===== src/rtl/qos_id_alloc_pkg.sv =====
// Shared types for the QoS ID allocator slice.
// ID, QoS widths and allocator FSM encoding.
package qos_pkg;
   localparam int NUM_ID = 16;
   localparam int ID_W   = 4;
   localparam int QOS_W  = 3;

   typedef logic [QOS_W-1:0] qos_t;
   typedef logic [ID_W-1:0]  id_t;

   typedef enum logic [1:0] {
      RUN,
      DRAIN,
      DONE
   } alloc_state_t;
endpackage


===== src/rtl/qos_id_alloc_if.sv =====
// Request/completion handshake and tracker strobes
// between an initiator and the ID allocator.
interface qos_id_alloc_if;
   logic          req_vld;
   qos_pkg::qos_t req_qos;
   logic          req_rdy;
   qos_pkg::id_t  alloc_id;
   logic          cpl_vld;
   qos_pkg::id_t  cpl_id;
   logic          wr_vld;
   qos_pkg::id_t  wr_id;
   qos_pkg::qos_t wr_qos;
   logic          rd_vld;
   qos_pkg::id_t  rd_id;

   modport master (
      output req_vld, req_qos, cpl_vld, cpl_id,
      input  req_rdy, alloc_id,
      input  wr_vld, wr_id, wr_qos, rd_vld, rd_id
   );

   modport slave (
      input  req_vld, req_qos, cpl_vld, cpl_id,
      output req_rdy, alloc_id,
      output wr_vld, wr_id, wr_qos, rd_vld, rd_id
   );
endinterface


===== src/rtl/qos_id_alloc_ffs_enc.sv =====
// Lowest-set-bit encoder: index of the first 1 in vec
// plus a found flag.
module ffs_enc #(
   parameter int W  = 16,
   parameter int IW = 4
) (
   input  logic [W-1:0]  vec,
   output logic [IW-1:0] idx,
   output logic          found
);
   always_comb begin
      idx   = '0;
      found = 1'b0;
      for (int i = W - 1; i >= 0; i--) begin
         if (vec[i]) begin
            idx   = i[IW-1:0];
            found = 1'b1;
         end
      end
   end
endmodule


===== src/rtl/qos_id_alloc.sv =====
// QoS-aware transaction ID allocator with drain handshake.
// Define QOS_ID_ALLOC_CHECK_EN to add the sticky err output.
module qos_id_alloc
   import qos_pkg::*;
#(
   parameter int RESERVE = 2,
   parameter int HI_QOS  = 4
) (
   input  logic          clk,
   input  logic          rst,
   qos_id_alloc_if.slave bus,
   output logic [ID_W:0] free_cnt,
   input  logic          drain_req,
   output logic          drain_done
`ifdef QOS_ID_ALLOC_CHECK_EN
   ,
   output logic          err
`endif
);
   localparam logic [ID_W:0] CNT_FULL = NUM_ID[ID_W:0];
   localparam logic [ID_W:0] CNT_RES  = RESERVE[ID_W:0];
   localparam qos_t          QOS_HI   = HI_QOS[QOS_W-1:0];

   alloc_state_t      state_q;
   logic              drain_done_q;
   logic [NUM_ID-1:0] busy_q, busy_d;
   logic [NUM_ID-1:0] free_vec;
   logic [ID_W:0]     free_cnt_q, free_cnt_d;
   logic              wr_vld_q, wr_vld_d;
   id_t               wr_id_q, wr_id_d;
   qos_t              wr_qos_q, wr_qos_d;
   logic              rd_vld_q, rd_vld_d;
   id_t               rd_id_q, rd_id_d;
   id_t               ffs_idx;
   logic              ffs_found;
   logic              req_rdy;
   logic              accept;
   logic              cpl_ok;

   assign free_vec = ~busy_q;

   ffs_enc #(
      .W  (NUM_ID),
      .IW (ID_W)
   ) u_ffs (
      .vec   (free_vec),
      .idx   (ffs_idx),
      .found (ffs_found)
   );

   // Low-QoS traffic may not dip into the reserved tail of the pool.
   assign req_rdy = (state_q == RUN) && ffs_found &&
                    (free_cnt_q != '0) &&
                    ((free_cnt_q > CNT_RES) ||
                     (bus.req_qos >= QOS_HI));

   assign bus.req_rdy  = req_rdy;
   assign bus.alloc_id = ffs_idx;
   assign bus.wr_vld   = wr_vld_q;
   assign bus.wr_id    = wr_id_q;
   assign bus.wr_qos   = wr_qos_q;
   assign bus.rd_vld   = rd_vld_q;
   assign bus.rd_id    = rd_id_q;
   assign free_cnt     = free_cnt_q;
   assign drain_done   = drain_done_q;

   always_comb begin
      accept = bus.req_vld && req_rdy;
      cpl_ok = bus.cpl_vld && busy_q[bus.cpl_id];
      busy_d = busy_q;
      if (accept) busy_d[ffs_idx] = 1'b1;
      if (cpl_ok) busy_d[bus.cpl_id] = 1'b0;
      free_cnt_d = free_cnt_q
                 - {{ID_W{1'b0}}, accept}
                 + {{ID_W{1'b0}}, cpl_ok};
      wr_vld_d = accept;
      wr_id_d  = accept ? ffs_idx : wr_id_q;
      wr_qos_d = accept ? bus.req_qos : wr_qos_q;
      rd_vld_d = cpl_ok;
      rd_id_d  = cpl_ok ? bus.cpl_id : rd_id_q;
   end

   always_ff @(posedge clk) begin
      if (rst) begin
         busy_q     <= '0;
         free_cnt_q <= CNT_FULL;
         wr_vld_q   <= 1'b0;
         wr_id_q    <= '0;
         wr_qos_q   <= '0;
         rd_vld_q   <= 1'b0;
         rd_id_q    <= '0;
      end else begin
         busy_q     <= busy_d;
         free_cnt_q <= free_cnt_d;
         wr_vld_q   <= wr_vld_d;
         wr_id_q    <= wr_id_d;
         wr_qos_q   <= wr_qos_d;
         rd_vld_q   <= rd_vld_d;
         rd_id_q    <= rd_id_d;
      end
   end

   always_ff @(posedge clk) begin
      if (rst) begin
         state_q      <= RUN;
         drain_done_q <= 1'b0;
      end else begin
         unique case (state_q)
            RUN: begin
               if (drain_req) state_q <= DRAIN;
            end
            DRAIN: begin
               if (!drain_req) begin
                  state_q <= RUN;
               end else if (free_cnt_q == CNT_FULL) begin
                  state_q      <= DONE;
                  drain_done_q <= 1'b1;
               end
            end
            DONE: begin
               if (!drain_req) begin
                  state_q      <= RUN;
                  drain_done_q <= 1'b0;
               end
            end
            default: begin
               state_q      <= RUN;
               drain_done_q <= 1'b0;
            end
         endcase
      end
   end

`ifdef QOS_ID_ALLOC_CHECK_EN
   logic err_q, err_d;
   logic hold_q, hold_d;
   qos_t qos_q, qos_d;

   // A stalled request must keep its QoS stable until accepted.
   always_comb begin
      hold_d = bus.req_vld && !req_rdy;
      qos_d  = bus.req_qos;
      err_d  = err_q ||
               (bus.cpl_vld && !busy_q[bus.cpl_id]) ||
               (hold_q && bus.req_vld &&
                (bus.req_qos != qos_q));
   end

   always_ff @(posedge clk) begin
      if (rst) begin
         err_q  <= 1'b0;
         hold_q <= 1'b0;
         qos_q  <= '0;
      end else begin
         err_q  <= err_d;
         hold_q <= hold_d;
         qos_q  <= qos_d;
      end
   end

   assign err = err_q;

   a_cnt_match : assert property (
      @(posedge clk) disable iff (rst)
      int'(free_cnt_q) == $countones(free_vec)
   );
`endif
endmodule


===== src/flat_wrapper.sv =====
// flat-port wrapper written by rule: the top's interface ports become plain ports
module qos_id_alloc_flat import qos_pkg::*;
#(
   parameter int RESERVE = 2,
   parameter int HI_QOS  = 4
)
  (clk, rst, free_cnt, drain_req, drain_done, bus_req_vld, bus_req_qos, bus_cpl_vld, bus_cpl_id, bus_req_rdy, bus_alloc_id, bus_wr_vld, bus_wr_id, bus_wr_qos, bus_rd_vld, bus_rd_id);
  qos_id_alloc_if bus_i ();
  input  logic clk;
  input  logic rst;
  output logic [ID_W:0] free_cnt;
  input  logic drain_req;
  output logic drain_done;
  input wire logic [$bits(bus_i.req_vld)-1:0] bus_req_vld;
  input wire logic [$bits(bus_i.req_qos)-1:0] bus_req_qos;
  input wire logic [$bits(bus_i.cpl_vld)-1:0] bus_cpl_vld;
  input wire logic [$bits(bus_i.cpl_id)-1:0] bus_cpl_id;
  output wire logic [$bits(bus_i.req_rdy)-1:0] bus_req_rdy;
  output wire logic [$bits(bus_i.alloc_id)-1:0] bus_alloc_id;
  output wire logic [$bits(bus_i.wr_vld)-1:0] bus_wr_vld;
  output wire logic [$bits(bus_i.wr_id)-1:0] bus_wr_id;
  output wire logic [$bits(bus_i.wr_qos)-1:0] bus_wr_qos;
  output wire logic [$bits(bus_i.rd_vld)-1:0] bus_rd_vld;
  output wire logic [$bits(bus_i.rd_id)-1:0] bus_rd_id;
  assign bus_i.req_vld = bus_req_vld;
  assign bus_i.req_qos = bus_req_qos;
  assign bus_i.cpl_vld = bus_cpl_vld;
  assign bus_i.cpl_id = bus_cpl_id;
  assign bus_req_rdy = bus_i.req_rdy;
  assign bus_alloc_id = bus_i.alloc_id;
  assign bus_wr_vld = bus_i.wr_vld;
  assign bus_wr_id = bus_i.wr_id;
  assign bus_wr_qos = bus_i.wr_qos;
  assign bus_rd_vld = bus_i.rd_vld;
  assign bus_rd_id = bus_i.rd_id;
  qos_id_alloc #(.RESERVE(RESERVE), .HI_QOS(HI_QOS)) u_core (.clk(clk), .rst(rst), .bus(bus_i), .free_cnt(free_cnt), .drain_req(drain_req), .drain_done(drain_done));
endmodule

===== config.mk =====
export PLATFORM = sky130hd
export DESIGN_NAME = qos_id_alloc_flat
export DESIGN_NICKNAME = d
export VERILOG_FILES = /design/src/rtl/qos_id_alloc_pkg.sv /design/src/rtl/qos_id_alloc_if.sv /design/src/rtl/qos_id_alloc_ffs_enc.sv /design/src/rtl/qos_id_alloc.sv /design/src/flat_wrapper.sv
export SDC_FILE = /design/constraint.sdc
export NUM_CORES = 1
export LEC_CHECK = 0
export CAP_MARGIN = 20
export CORE_MARGIN = 10
export CORE_UTILIZATION = 45
export DETAILED_ROUTE_END_ITERATION = 8
export PLACE_DENSITY = 0.77
export SKIP_CTS_REPAIR_TIMING = 1
export SLEW_MARGIN = 20
export SYNTH_ARGS = -nofsm -noshare
export SYNTH_HDL_FRONTEND = slang
export SYNTH_HIERARCHICAL = 1
export SYNTH_SLANG_ARGS = --single-unit

===== constraint.sdc =====
create_clock -name clk -period 3.95 [get_ports clk]
set_input_delay 0.79 -clock clk [delete_from_list [all_inputs] [get_ports clk]]
set_output_delay 0.79 -clock clk [all_outputs]
set_load 0.05 [all_outputs]

==> results.md, run 1 <==
* Status: finished clean
* Syn Inst Count at 250
* # diodes at 0
* Hold depth at 2
* Synthesized cell area at 2150 um^2
* Largest family of logic cells by synthesized area: simple AND/OR/NAND/NOR gates
* Synthesized area per cell at 8.59 um^2
* CP Launch Type: input pin
* Seq/Total Area, Yosys at 34.5%
* Final Max Tran Viols at 0
* Pin count of the biggest net entering global routing at 38
* First-pass GRT wire length at 9580 um
* Synth Warn # at 6
* Cells after DPL at 348
* Leading area contributor after synthesis: dfxtp_1
* Hold_sp: u_core/bus.rd_id[1]$_SDFFE_PP0N_
* Via-to-Cell Ratio at 5.51
* RSZ-0062 raised after global routing: false
* Htree depth at 2
* Critical path class: in -> reg
* Met3 usage at 4.83%
* Total gr overflow at 0
* Final worst-path cycle share at 94.8%
* Xor and xnor area share after synthesis at 0.816%
* Compound-cell area share of the yosys netlist at 17.7%
* Leakage at 1.04 nW
* Nets@finish at 323
* Synth cell types at 41
* Worst Skew at 2.36 ps
* Pwr Density at 523 nW/um^2
* Post-synthesis simple-gate area fraction at 22.4%
* Vias post-DR at 1960
* Final min period at 3740 ps
* R2r setup slk at 710 ps
* Post-synth top cells: nor2_1 (43), dfxtp_1 (37), inv_1 (37)
* Worst Reg2Reg Path Length in Cells at 17
* Headroom to the max-slew limit at 55.4%
* Initial antenna violation count at 0
* Crit Reg-Reg Endpoint: u_core/free_cnt[4]$_SDFF_PP1_
* Flops & latches, synth at 37
* Initial DRC count at 230
* Async S/R FF share, synth at 0%
* CTS Buf Count at 5
* Top cells by area, synth: dfxtp_1 (34%), nor2_1 (7.5%), inv_1 (6.5%), ha_1 (5.2%), mux2i_1 (4.7%)
* GRT Total Usage at 15.4%
* Final WL at 5560 um
* Clk_lat worst skew at 290 ps
* Sink of the worst hold path: u_core/bus.rd_id[1]$_SDFFE_PP0N_
* M2 GR Usage at 25.1%
* Starting Density at 46.1%
* Vias in the first global route at 1987
* GR met1 Demand/Resource at 18.4%
* Sink Count at 37
* Final Core Density at 58.5%
* Tightest Pin Transition at 668 ps
* Area Overhead vs Synth at 27.0%
* DRT Pass-1 Iters at 4
* Max-cap violation count at 0
* Post-synthesis adder-cell area fraction at 6.18%
* Final-layout fill cell count at 399
* Critical Path RT at 4130 ps
* CP endpoint kind: register
* DIE WIDTH at 89.1 um
* Top-area cell type share of the netlist area at 34.5%
* Endpoints failing hold at 0
* Maximum VDD drop at 0.447 mV
* Reg clk slew, reported paths at 70 ps
* Top-count cell post-synth: nor2_1
* I/O pin total at 36
* Post-synth EDFFs at 0
* Avg WL per Cell at 15.6 um
* Clock buffer depth at 2
* Hpwl dp at 4230 um
* Quantity of I/O buffers inserted on ports at 35
* Non-Filler Instances at 356
* Post-synthesis mux area share at 8.86%
* Crit Path Max Fanout at 6
* Antenna-violating nets left at 0
* Gr busiest metal: met2
* F_max at 267 MHz
* HP Class: reg -> reg
* FP Rows at 25
* # DRC at 0
* Worst EP arrival at 3930 ps
* Die height at 89.1 um
* Routability congestion estimate at 0.913
* Leading register cell type out of synthesis: dfxtp_1
* Setup_tns at 0 ps
* Root buffer cell: clkbuf_8
* Post-Syn Nets at 272
* Share of layout cells above drive strength 1 at 13.9%
* R2R Path Start: u_core/busy_q[10]$_SDFF_PP0_
* Core area at 4660 um^2
* Die ar. at 7930 um^2
* Final setup vio count at 0
* CTS tree: yes
## per-stage QoR
stage	instance area, um^2	hold slack (ps)	total power, mW	worst slack, ps
finish	2730	503	1.43	206
global route	2730	549	1.51	12.2
CTS	2730	506	1.44	210
detailed placement	2630	485	1.14	-95.4
global placement	2630	459	1.12	-25.5
floorplan	2150	438	0.944	462
## logic make-up (layout without fill, tap and decap cells)
kind of cell / after synthesis / count (layout)
xor gates and xnor gates: 2 / 2
DFF: 37 / 37
muxes: 15 / 15
adders and majority gates: 10 / 10
AOI/OAI and AO/OA: 45 / 45
buffers and inverters: 45 / 97
and+or+nand+nor: 96 / 96
## metal layers
metal | wire length [um] | vias to the layer above
li1 | - | 966
met1 | 2330 | 930
met2 | 2740 | 59
met3 | 399 | 5
met4 | 91 | 0
met5 | 0 | -
## critical path, cell delays in order
cell             delay, ps
clkdlybuf4s50_1        630
mux4_2                 560
nor2_1                 230
o311ai_4               140
inv_1                  100
ha_1                   220
inv_1                   60
ha_1                   160
inv_1                   50
fa_1                   380
nor2_1                 100
nor2_1                  40
nor2_1                 120
nor3_1                  60
or3_1                  290
## registers in the layout, summed over array words and instances, names as in the netlist, 2 cells and up
signal,count
u_core/bus.rd_id,4
u_core/free_cnt,5
u_core/bus.wr_id,4
u_core/bus.wr_qos,3
u_core/busy_q,16
u_core/state_q,2
## layout make-up
type / instances / area (um^2) / area share [%]
tap: 54 / 67.6 / 2.48
clock buffer: 7 / 96.3 / 3.53
timing repair buffer: 52 / 478 / 17.5
inverter: 37 / 139 / 5.09
clock inverter: 1 / 5.00 / 0.183
multi-input combinational: 168 / 1200 / 44.0
sequential: 37 / 741 / 27.2
## how the worst max path moves through the flow
stage,startpoint,to,slack (ps),depth (start not counted)
finish,bus_cpl_id[0],u_core/free_cnt[4]$_SDFF_PP1_,210,15
global route,bus_cpl_id[0],u_core/free_cnt[4]$_SDFF_PP1_,10,15
CTS,bus_cpl_id[0],u_core/free_cnt[4]$_SDFF_PP1_,210,15
detailed placement,bus_cpl_id[0],u_core/free_cnt[4]$_SDFF_PP1_,-100,15
global placement,bus_cpl_id[0],u_core/free_cnt[4]$_SDFF_PP1_,-30,15
floorplan,u_core/busy_q[7]$_SDFF_PP0_,u_core/busy_q[15]$_SDFF_PP0_,460,7
## report_power, final
group	switching, mW	internal [mW]
combinational	0.401	0.281
sequential	0.0372	0.414
clock	0.137	0.158
## cell usage in the layout, fill, tap and decap left out, drive strengths merged, types with 3 or more instances in the layout
cell type | Yosys | routed
nor4 | 4 | 4
nor2 | 43 | 43
ha | 9 | 9
a2111oi | 4 | 4
inv | 37 | 37
nand4 | 4 | 4
nor2b | 4 | 4
nand2 | 11 | 11
clkdlybuf4s50 | 0 | 35
nand2b | 3 | 3
clkbuf | 3 | 7
buf | 4 | 17
dfxtp | 37 | 37
a21oi | 19 | 19
mux4 | 3 | 3
a31oi | 6 | 6
mux2i | 10 | 10
a311oi | 4 | 4
nor3 | 19 | 19
(Power assumes the default switching activity.)
==> run 2, diff against run 1 <==
--- a/config.mk
+++ b/config.mk
@@ -10,6 +10,7 @@
 export CORE_UTILIZATION = 45
 export DETAILED_ROUTE_END_ITERATION = 8
 export PLACE_DENSITY = 0.77
+export RECOVER_POWER = 25
 export SKIP_CTS_REPAIR_TIMING = 1
 export SLEW_MARGIN = 20
 export SYNTH_ARGS = -nofsm -noshare
==> run 2 against run 1 <==
Net effect: the run now ends with max-capacitance violations, max-slew violations left; design area shrank 0.14%; die area unchanged; clock skew hardly changed; core utilization shrank 0.080 points; via count down 0.15%; sequential cell count did not move; count of clock-buffer cells in the layout unchanged; power is 0.40% lower; combinational power is 0.7% lower; critical endpoint unchanged; largest cell class unchanged; highest routed layer unchanged.
==> results.md, run 2 (synthesis results as in run 1) <==
* Crit Reg-Reg Endpoint: u_core/free_cnt[4]$_SDFF_PP1_
* Final WL at 5550 um
* Final worst-path cycle share at 94.9%
* Largest Register: u_core/busy_q
* F_max at 267 MHz
* First-pass GRT wire length at 9580 um
* # DRC at 0
* Max-cap violation count at 1
* Final worst slack at 201 ps
* Antenna-violating nets left at 0
* Area Overhead vs Synth at 26.9%
* Worst EP arrival at 3930 ps
* Die ar. at 7930 um^2
* R2r setup slk at 700 ps
* Worst Reg2Reg Path Length in Cells at 17
* CP endpoint kind: register
* Via-to-Cell Ratio at 5.50
* GR met1 Demand/Resource at 18.4%
* Headroom to the max-slew limit at -7.67%
* Most common cell after layout, fill and taps aside: nor2_1
* Crit path from: bus_cpl_id[0]
* Core area at 4660 um^2
* Clk_lat worst skew at 290 ps
* Gr busiest metal: met2
* Share of layout cells above drive strength 1 at 13.6%
* Final setup vio count at 0
* GRT Total Usage at 15.4%
* Pre-CTS setup slack at -95.4 ps
* DRT Pass-1 Iters at 4
* Htree depth at 2
* Final Max Tran Viols at 38
* Avg WL per Cell at 15.6 um
* Clock buffer depth at 2
* M2 GR Usage at 25.1%
* HP Class: reg -> reg
* Initial antenna violation count at 0
* Maximum VDD drop at 0.443 mV
* CTS Buf Count at 5
* Met3 usage at 4.83%
* Die height at 89.1 um
* Nets@finish at 323
* Leakage at 1.07 nW
* Critical path class: in -> reg
* Critical Path RT at 4130 ps
* Reg clk slew, reported paths at 70 ps
* Vias post-DR at 1957
* Most frequent cells in the layout: nor2_1 (43), inv_1 (37), dfxtp_1 (37)
* Total gr overflow at 0
* Worst Skew at 2.06 ps
* Hpwl dp at 4230 um
* Tot Pwr at 1.42 mW
* Quantity of I/O buffers inserted on ports at 35
* Largest register FFs at 16
* Endpoints failing hold at 0
* # diodes at 0
* FP Rows at 25
* I/O pin total at 36
* R2R Path Start: u_core/busy_q[10]$_SDFF_PP0_
* Status: finished, violations left
* Final hold slack at 496 ps
* CP Launch Type: input pin
* DIE WIDTH at 89.1 um
* Failing checks: max-capacitance violations, max-slew violations
* Initial DRC count at 226
* RSZ-0062 raised after global routing: false
* CP Capture Point: u_core/free_cnt[4]$_SDFF_PP1_
* CTS tree: yes
* Sink Count at 37
* Final min period at 3750 ps
* Vias in the first global route at 1987
* Root buffer cell: clkbuf_8
* Crit Path Max Fanout at 6
* Routability congestion estimate at 0.913
* Pin count of the biggest net entering global routing at 38
* Starting Density at 46.1%
* Pwr Density at 522 nW/um^2
* Tightest Pin Transition at 1620 ps
-- run 2: layer usage --
layer | routed length, um | share of wire [%]
met5 | 0 | 0
met2 | 2730 | 49
met4 | 91 | 1.6
met3 | 398 | 7.2
met1 | 2330 | 42
-- run 2: worst max-delay path: stages --
cell and delay (ps):
clkdlybuf4s50_1 630, mux4_2 560, nor2_1 230, o311ai_4 140, inv_1 100, ha_1 220
inv_1 60, ha_1 160, inv_1 50, fa_1 380, nor2_1 100, nor2_1 50
nor2_1 120, nor3_1 60, or3_1 290
-- run 2: report_power, final --
| part | leakage, nW | internal, mW | switching, mW | total, mW |
|---|---|---|---|---|
| Sequential | 0.301 | 0.414 | 0.0368 | 0.450 |
| Combinational | 0.711 | 0.276 | 0.402 | 0.677 |
| Clock | 0.0542 | 0.158 | 0.136 | 0.294 |
| Total | 1.07 | 0.847 | 0.574 | 1.42 |
-- run 2: metrics by stage --
step                      util (%)  instance area, um^2  TNS, ps  std cells
final                         58.4                 2720        0        356
after global routing          58.4                 2720        0        356
after CTS                     58.5                 2730        0        356
after detailed placement      56.3                 2630    -95.4        348
after global placement        56.3                 2630    -25.5        348
after floorplan                  -                 2150        0        250
-- run 2: cell type report --
| class | count | area, um^2 |
|---|---|---|
| Fill cell | 400 | 1940 |
| Multi-Input combinational cell | 168 | 1200 |
| Sequential cell | 37 | 741 |
| Timing Repair Buffer | 52 | 474 |
| Inverter | 37 | 139 |
| Clock buffer | 7 | 96.3 |
| Tap cell | 54 | 67.6 |
| Clock inverter | 1 | 5.00 |
-- run 2: worst min path at each step --
stage | from | endpoint | slack [ps] | cells after the start
floorplan | u_core/state_q[1]$_SDFFE_PP0P_ | u_core/state_q[0]$_SDFFE_PP0P_ | 440 | 1
global placement | u_core/state_q[1]$_SDFFE_PP0P_ | u_core/state_q[0]$_SDFFE_PP0P_ | 460 | 1
detailed placement | u_core/bus.rd_id[1]$_SDFFE_PP0N_ | u_core/bus.rd_id[1]$_SDFFE_PP0N_ | 480 | 2
CTS | u_core/bus.rd_id[1]$_SDFFE_PP0N_ | u_core/bus.rd_id[1]$_SDFFE_PP0N_ | 510 | 2
global route | u_core/bus.rd_id[1]$_SDFFE_PP0N_ | u_core/bus.rd_id[1]$_SDFFE_PP0N_ | 540 | 2
finish | u_core/bus.rd_id[1]$_SDFFE_PP0N_ | u_core/bus.rd_id[1]$_SDFFE_PP0N_ | 500 | 2
==> run 3, diff against run 2 <==
--- a/config.mk
+++ b/config.mk
@@ -10,7 +10,7 @@
 export CORE_UTILIZATION = 45
 export DETAILED_ROUTE_END_ITERATION = 8
 export PLACE_DENSITY = 0.77
-export RECOVER_POWER = 25
+export RECOVER_POWER = 50
 export SKIP_CTS_REPAIR_TIMING = 1
 export SLEW_MARGIN = 20
 export SYNTH_ARGS = -nofsm -noshare
==> run 3 against run 2 <==
Net effect: the run still ends with max-capacitance violations, max-slew violations left; final cell count unchanged; worst hold slack about the same; core utilization unchanged; combinational power about the same; clock skew about the same; global-route usage unchanged; sequential cell count unchanged; fmax about the same; sequential share of layout area unchanged; design area unchanged; non-clock buffer count unchanged; count of clock-buffer cells in the layout unchanged; critical path type unchanged; largest power group unchanged; highest routed layer unchanged.
==> results.md, run 3 (synthesis results as in run 1) <==
* Status: finished, violations left
* Gr busiest metal: met2
* Vias in the first global route at 1987
* Crit path from: bus_cpl_id[0]
* Cells after DPL at 348
* Final setup vio count at 0
* Area Overhead vs Synth at 26.9%
* HP Class: reg -> reg
* Pin count of the biggest net entering global routing at 38
* Avg WL per Cell at 15.6 um
* Starting Density at 46.1%
* Final Max Tran Viols at 38
* Die height at 89.1 um
* CTS Buf Count at 5
* Tightest Pin Transition at 1610 ps
* Initial DRC count at 227
* R2R Path Start: u_core/busy_q[10]$_SDFF_PP0_
* Final min period at 3750 ps
* CP Launch Type: input pin
* RSZ-0062 raised after global routing: false
* Die ar. at 7930 um^2
* Reg clk slew, reported paths at 70 ps
* F_max at 267 MHz
* First-pass GRT wire length at 9580 um
* CP Cell Sequence: clkdlybuf4s50_1 -> mux4_2 -> nor2_1 -> o311ai_4 -> inv_1 -> ha_1 -> inv_1 -> ha_1 -> inv_1 -> fa_1 -> nor2_1 -> nor2_1 -> nor2_1 -> nor3_1 -> or3_1
* Crit Reg-Reg Endpoint: u_core/free_cnt[4]$_SDFF_PP1_
* Pwr Density at 520 nW/um^2
* I/O pin total at 36
* Initial antenna violation count at 0
* Critical Path RT at 4130 ps
* Htree depth at 2
* Root buffer cell: clkbuf_8
* Antenna-violating nets left at 0
* GR met1 Demand/Resource at 18.4%
* Slowest library cell on the worst path: clkdlybuf4s50_1
* Via-to-Cell Ratio at 5.48
* Hpwl dp at 4230 um
* Routability congestion estimate at 0.913
* CP Capture Point: u_core/free_cnt[4]$_SDFF_PP1_
* Worst EP arrival at 3930 ps
* Final WL at 5540 um
* DRT Pass-1 Iters at 4
* Final hold slack at 496 ps
* CP endpoint kind: register
* Maximum VDD drop at 0.442 mV
* Vias post-DR at 1951
* Most common cell after layout, fill and taps aside: nor2_1
* Final Core Density at 58.4%
* Max-cap violation count at 1
* Final worst-path cycle share at 95.0%
* Quantity of I/O buffers inserted on ports at 35
* Tot Pwr at 1.42 mW
* Clock buffer depth at 2
* Worst Skew at 1.82 ps
* Crit Path Max Fanout at 6
* Final worst slack at 199 ps
* Largest register FFs at 16
* Endpoints failing hold at 0
* Failing checks: max-capacitance violations, max-slew violations
* # diodes at 0
* Nets@finish at 323
* Critical path class: in -> reg
* Worst Reg2Reg Path Length in Cells at 17
* Headroom to the max-slew limit at -7.25%
* Sink Count at 37
* # DRC at 0
* Final-layout fill cell count at 400
* Clk_lat worst skew at 290 ps
* DIE WIDTH at 89.1 um
* M2 GR Usage at 25.1%
* R2r setup slk at 700 ps
* Pre-CTS setup slack at -95.4 ps
* FP Rows at 25
* GRT Total Usage at 15.4%
* Leakage at 1.09 nW
* CP max stage delay at 630 ps
* Share of layout cells above drive strength 1 at 13.6%
* Most frequent CP cell: nor2_1
* Total gr overflow at 0
* Most frequent cells in the layout: nor2_1 (43), inv_1 (37), dfxtp_1 (37)
* Non-Filler Instances at 356
* Core area at 4660 um^2
* CTS tree: yes
* Largest Register: u_core/busy_q
* Met3 usage at 4.83%
run 3: changes by cell type in the layout (fill, tap and decap cells not counted), sizes merged:
cell	delta
clkdlybuf4s50	-6
dlygate4sd3	+6
run 3: power breakdown:
| group | switching (mW) | internal [mW] |
|---|---|---|
| Clock | 0.135 | 0.158 |
| Sequential | 0.0364 | 0.414 |
| Combinational | 0.401 | 0.274 |
run 3: cell type report:
cell class                      instances  area (um^2)  share of cell area (%)
Clock buffer                            7         96.3                    3.54
Tap cell                               54         67.6                    2.48
Timing Repair Buffer                   52          474                    17.4
Clock inverter                          1         5.00                   0.184
Sequential cell                        37          741                    27.2
Inverter                               37          139                    5.10
Multi-Input combinational cell        168         1200                    44.1
run 3: layer usage:
metal | up-vias | share of wire, %
li1 | 966 | -
met1 | 921 | 40
met2 | 59 | 50
met3 | 5 | 8.1
met4 | 0 | 1.6
met5 | - | 0
run 3: worst min-delay path by stage:
stage                                                start                                to  cells after the start
after detailed placement  u_core/bus.rd_id[1]$_SDFFE_PP0N_  u_core/bus.rd_id[1]$_SDFFE_PP0N_                      2
final                     u_core/bus.rd_id[1]$_SDFFE_PP0N_  u_core/bus.rd_id[1]$_SDFFE_PP0N_                      2
after global placement      u_core/state_q[1]$_SDFFE_PP0P_    u_core/state_q[0]$_SDFFE_PP0P_                      1
after global routing      u_core/bus.rd_id[1]$_SDFFE_PP0N_  u_core/bus.rd_id[1]$_SDFFE_PP0N_                      2
after floorplan             u_core/state_q[1]$_SDFFE_PP0P_    u_core/state_q[0]$_SDFFE_PP0P_                      1
after CTS                 u_core/bus.rd_id[1]$_SDFFE_PP0N_  u_core/bus.rd_id[1]$_SDFFE_PP0N_                      2
run 3: metrics by stage:
stage | TNS (ps) | area, um^2
floorplan | 0 | 2150
global placement | -25.5 | 2630
detailed placement | -95.4 | 2630
CTS | 0 | 2730
global route | 0 | 2720
finish | 0 | 2720
run 3: worst max-delay path, delay by kind of cell:
kind | cells | cell delay, ps
AOI/OAI and AO/OA | 1 | 140
adders and majority gates | 3 | 760
buffers and inverters | 4 | 840
muxes | 1 | 560
and+or+nand+nor | 6 | 850
